===== src/rtl/rsa_pkg.sv =====
// ============================================================================
// rsa_pkg : shared encodings and widths for the RSA arithmetic datapath
// Rev 1.0 : initial release
// ============================================================================
`default_nettype none

package rsa_pkg;

  localparam int RSA_WIDTH = 7;

  typedef enum logic [1:0] {
    ST_IDLE    = 2'd0,
    ST_LOOP    = 2'd1,
    ST_CORRECT = 2'd2
  } mm_state_t;

endpackage

`default_nettype wire


===== src/rtl/rsa_mont_mult.sv =====
// ============================================================================
// rsa_mont_mult : bit-serial radix-2 Montgomery multiplier, p = a*b*2^-WIDTH mod m
// Rev 1.0 : initial release
// ============================================================================
`default_nettype none

module rsa_mont_mult
  import rsa_pkg::*;
#(
  parameter int WIDTH = RSA_WIDTH
) (
  input  logic             clk,
  input  logic             rst_n,
  input  logic             en,
  input  logic             start,
  input  logic [WIDTH-1:0] a,
  input  logic [WIDTH-1:0] b,
  input  logic [WIDTH-1:0] m,
  output logic [WIDTH-1:0] p,
  output logic             busy,
  output logic             done
);

  localparam int CW = (WIDTH > 1) ? $clog2(WIDTH) : 1;
  localparam logic [CW-1:0] LAST_ITER = CW'(WIDTH - 1);

  mm_state_t        state, state_nxt;
  logic             load, step, finish;

  logic [WIDTH-1:0] a_sh, b_q, m_q;
  logic [WIDTH+1:0] acc, acc_nxt;
  logic [WIDTH+2:0] t_add;
  logic [CW-1:0]    cnt;
  logic             acc_ge_m;
  logic [WIDTH-1:0] acc_sub;
  logic [WIDTH-1:0] p_nxt;

  always_ff @(posedge clk) begin
    if (!rst_n) begin
      state <= ST_IDLE;
    end else if (en) begin
      state <= state_nxt;
    end
  end

  always_comb begin
    state_nxt = state;
    load      = 1'b0;
    step      = 1'b0;
    finish    = 1'b0;
    if (en) begin
      case (state)
        ST_IDLE: begin
          if (start) begin
            load      = 1'b1;
            state_nxt = ST_LOOP;
          end
        end
        ST_LOOP: begin
          step = 1'b1;
          if (cnt == LAST_ITER) begin
            state_nxt = ST_CORRECT;
          end
        end
        ST_CORRECT: begin
          finish    = 1'b1;
          state_nxt = ST_IDLE;
        end
        default: state_nxt = ST_IDLE;
      endcase
    end
  end

  // With T odd and M odd, (T+M)>>1 == (T>>1) + (M>>1) + 1, so the halving is
  // folded ahead of the modulus add and the adder never needs an extra bit.
  always_comb begin
    t_add   = {1'b0, acc} + {3'b000, (a_sh[0] ? b_q : {WIDTH{1'b0}})};
    acc_nxt = t_add[WIDTH+2:1]
            + (t_add[0] ? ({3'b000, m_q[WIDTH-1:1]} + {{(WIDTH+1){1'b0}}, 1'b1})
                        : {(WIDTH+2){1'b0}});
  end

  always_comb begin
    acc_ge_m = (acc >= {2'b00, m_q});
    acc_sub  = acc[WIDTH-1:0] - m_q;
    p_nxt    = acc_ge_m ? acc_sub : acc[WIDTH-1:0];
  end

  always_ff @(posedge clk) begin
    if (!rst_n) begin
      a_sh <= '0;
      b_q  <= '0;
      m_q  <= '0;
      acc  <= '0;
      cnt  <= '0;
      p    <= '0;
      done <= 1'b0;
    end else if (en) begin
      done <= finish;
      if (load) begin
        a_sh <= a;
        b_q  <= b;
        m_q  <= m;
        acc  <= '0;
        cnt  <= '0;
      end
      if (step) begin
        acc  <= acc_nxt;
        a_sh <= a_sh >> 1;
        cnt  <= cnt + CW'(1);
      end
      if (finish) begin
        p <= p_nxt;
      end
    end
  end

  assign busy = (state != ST_IDLE);

endmodule

`default_nettype wire


===== config.mk =====
export PLATFORM = sky130hd
export DESIGN_NAME = rsa_mont_mult
export DESIGN_NICKNAME = d
export VERILOG_FILES = /design/src/rtl/rsa_pkg.sv /design/src/rtl/rsa_mont_mult.sv
export SDC_FILE = /design/constraint.sdc
export NUM_CORES = 1
export LEC_CHECK = 0
export ABC_AREA = 1
export BUFFER_PORTS_ARGS = -buffer_cell sky130_fd_sc_hd__buf_2
export CORE_MARGIN = 10
export CORE_UTILIZATION = 50
export CTS_BUF_LIST = sky130_fd_sc_hd__clkbuf_4
export DETAILED_ROUTE_END_ITERATION = 16
export HOLD_SLACK_MARGIN = 0.12
export PLACE_DENSITY_LB_ADDON = 0.2
export SLEW_MARGIN = 40
export SYNTH_ARGS = -nofsm -noshare
export SYNTH_HDL_FRONTEND = slang
export SYNTH_SLANG_ARGS = --single-unit
export TNS_END_PERCENT = 30

===== constraint.sdc =====
create_clock -name clk -period 3.69 [get_ports clk]
set_clock_uncertainty 0.05 [all_clocks]
set_input_delay 0.738 -clock clk [delete_from_list [all_inputs] [get_ports clk]]
set_output_delay 0.738 -clock clk [all_outputs]
set_load 0.02 [all_outputs]

==> results.py <==
metrics = {
    "power_and_ir_drop": {
        "seq_power_share_pct": 50.1,
        "power_mw": 1.01,
        "p_per_area_nw_per_um2": 321,
        "internal-power_mw": 0.702,
        "p_clk_share_pct": 30.0,
        "p_switching_mw": 0.306,
        "combinationalPowerShare_pct": 20.0,
        "ir_drop_uv": 214,
        "p_sw_share_pct": 30.3,
        "p_leak_nw": 1.57,
    },
    "global_route": {
        "antenna_found_initial": 0,
        "grt-ovfl-total": 0,
        "grt_max_degree": 29,
        "grt_pass1_vias": 2507,
        "track_usage_pct": 15.3,
        "grt_pass1_wl_um": 11400,
    },
    "clock_tree": {
        "clockBufferDepth": 2,
        "clock_latency_ns": 0.37,
        "cts_hold_buf": 0,
        "cts_setup_buffers": 0,
        "cts.repair.resized": 0,
        "cts_tree": "done",
        "cts_root_buffer": "clkbuf_4",
        "clk_pin_slew_ns": 0.14,
        "cts-buffers-inserted": 5,
        "htreeDepth": 2,
        "cts_sinks": 43,
    },
    "floorplanning": {
        "die_y_um": 95.5,
        "coreArea_sq_um": 5510,
        "fp.dieArea_sq_um": 9120,
        "rows": 27,
        "initial_core_util_pct": 51.8,
        "io_pins": 34,
        "die_w_um": 95.5,
    },
    "yosys": {
        "synth_cells": 414,
        "synth_top_area_share_pct": 30.2,
        "yosys-top-cells-area": "dfxtp_1 (30%), nand2_1 (12%), ha_1 (11%)",
        "synth_common_cells": "nand2_1 (90), a21oi_1 (45), inv_1 (44), dfxtp_1 (43), nor2_1 (41)",
        "yosys.area_share.simple_pct": 28.1,
        "syn_avg_cell_area_sq_um": 6.89,
        "synth_top_family_by_area": "simple AND/OR/NAND/NOR gates",
        "synth_seq_cells": 43,
        "synth_top_flop_cell": "dfxtp_1",
        "synth_seq_area_share_pct": 30.2,
        "synthXorXnorAreaFrac_pct": 3.07,
        "synth-async-reset-ratio_pct": 0,
        "ys_warn_count": 0,
        "synth-adder-area-share_pct": 12.6,
        "netlist_area_sq_um": 2850,
        "synth-compound-area-share_pct": 17.3,
        "syn-num-nets": 466,
        "synth_most_common_cell": "nand2_1",
        "synth_cell_types": 37,
        "synthMuxAreaShare_pct": 0,
        "synth-edff-count": 0,
        "synth_top_cell_by_area": "dfxtp_1",
    },
    "drt": {
        "wl_per_cell_um": 12.9,
        "postRouteAntennaNets": 0,
        "dr_total_vias": 2647,
        "routed_wl_um": 6680,
        "drt_pass1_iterations": 4,
        "drt_iter0_markers": 175,
        "avgViaCountPerCell": 5.13,
        "post-route-drc-count": 0,
    },
    "placed_design": {
        "hpwlAfterDp_um": 5300,
        "portBuffers": 33,
        "gp_congestion": 0.911,
        "dp_cells": 509,
    },
    "worst_hold_path": {
        "hold_end": "p[4]",
        "hold_class": "reg -> reg",
        "hp-start": "p[4]",
        "hold_depth": 2,
    },
    "setup_path": {
        "r2r_start": "a_sh[0]",
        "arrival_ns": 3.29,
        "crit_path_start_kind": "flop",
        "worstPathRequired_ns": 3.92,
        "regToRegSetupSlack_ns": 0.63,
        "crit_fanout": 8,
        "worstSetupPathType": "reg -> reg",
        "worstReg2RegEnd": "acc[8]",
        "endpoint_kind": "flop",
        "worst-r2r-cell-count": 21,
    },
    "sta": {
        "fmax_mhz": 327,
        "setup_tns_ns": 0,
        "relSlewSlack_pct": 54.9,
        "hold_viol": 0,
        "rsz0062_at_grt": "no",
        "period_needed_ns": 3.06,
        "setup_viol": 0,
        "whs_ns": 0.418,
        "worst_slew_pin_slew_ns": 0.676,
        "fin_crit_sh_pct": 82.9,
        "drv_slew": 0,
    },
    "layout": {
        "drive_gt1_share_pct": 13.5,
        "antennaDiodeCount": 0,
        "fillCellCount": 553,
        "area_growth_syn_to_layout_pct": 9.96,
        "fin_cells": 516,
        "num-nets-final": 496,
    },
    "outcome": {
        "status": "complete, no violations",
    },
    "job": {
        "drv_cap": 0,
    },
}
[placed cells by master, fill, tap and decap left out, types with 2 or more instances in the layout]
| cell type | n |
|---|---|
| o21ai_1 | 4 |
| nand3b_1 | 5 |
| ha_1 | 24 |
| nor3_1 | 4 |
| xnor2_1 | 3 |
| o21ai_0 | 23 |
| inv_2 | 9 |
| nand3_1 | 25 |
| fa_1 | 3 |
| xor2_1 | 7 |
| nand4_1 | 4 |
| nor2_2 | 3 |
| o21bai_1 | 2 |
| nand3_2 | 3 |
| nand2_1 | 90 |
| dfxtp_1 | 43 |
| a31oi_1 | 2 |
| a21o_1 | 2 |
| buf_2 | 33 |
| o221ai_1 | 6 |
| clkbuf_4 | 5 |
| a21oi_1 | 45 |
| inv_1 | 44 |
| nor2_1 | 41 |
[worst max path at each step]
stage	from	to	cells after the start
after floorplan	a_sh[0]	acc[8]	22
after detailed placement	a_sh[0]	acc[8]	21
after global placement	a_sh[0]	acc[8]	20
after CTS	a_sh[0]	acc[8]	21
after global routing	a_sh[0]	acc[8]	21
final	a_sh[0]	acc[8]	21
[power groups by stage]
stage	Clock (mW)	Sequential, mW	Combinational (mW)
2_1_floorplan	0	0.514	0.153
5_1_grt	0.330	0.508	0.231
4_1_cts	0.311	0.505	0.202
3_5_place_dp	0	0.515	0.202
3_3_place_gp	0	0.514	0.198
6_report	0.302	0.504	0.201
[metrics by stage]
stage / utilization (%) / area (sq um) / setup slack, ns
4_1_cts: 56.9 / 3140 / 0.632
3_3_place_gp: 55.6 / 3060 / 0.818
3_5_place_dp: 55.6 / 3060 / 0.699
2_1_floorplan: - / 2850 / 0.860
6_report: 56.9 / 3140 / 0.632
5_1_grt: 56.9 / 3140 / 0.307
[worst max-delay path, stage by stage, from the launching register on]
cell,delay (ns)
dfxtp_1,0.46
nand2_1,0.08
inv_1,0.05
ha_1,0.20
inv_1,0.07
fa_1,0.41
inv_1,0.07
nand3_1,0.06
nand2_1,0.13
a31oi_1,0.11
xor2_1,0.16
ha_1,0.35
nand2_1,0.08
nor2_1,0.09
nand2_1,0.05
nand3_1,0.10
nand2_1,0.06
nand2_1,0.07
nand3_1,0.07
nand2_1,0.06
nand3_1,0.06
a21oi_1,0.11
[registers in the layout, indices dropped and copies added (netlist names)]
register  cells
m_q           7
a_sh          7
state         2
cnt           3
p             7
done          1
b_q           7
acc           9
[per-layer routing]
| layer | part of all wire (%) | global-route usage [%] | wire [um] |
|---|---|---|---|
| met1 | 49 | 19.7 | 3270 |
| met2 | 46 | 25.2 | 3060 |
| met3 | 3.7 | 3.06 | 249 |
| met4 | 1.4 | 4.55 | 95 |
| met5 | 0 | 0 | 0 |
[cell families (layout without fill, tap and decap cells)]
kind of cell    after synthesis  in the layout
simple gates                182            182
compound gates               88             88
buf+inv                      64             94
flops                        43             43
fa+ha+maj                    27             27
xor+xnor                     10             10
[layout make-up]
class                      count  area (sq um)  area share (%)
multi-input combinational    307          1740            55.5
sequential                    43           861            27.5
inverter                      54           203            6.46
timing repair buffer          33           165            5.27
tap                           72          90.1            2.87
clock buffer                   5          37.5            1.20
clock inverter                 2          37.5            1.20
Note: power is estimated with default switching activity, not from simulation.
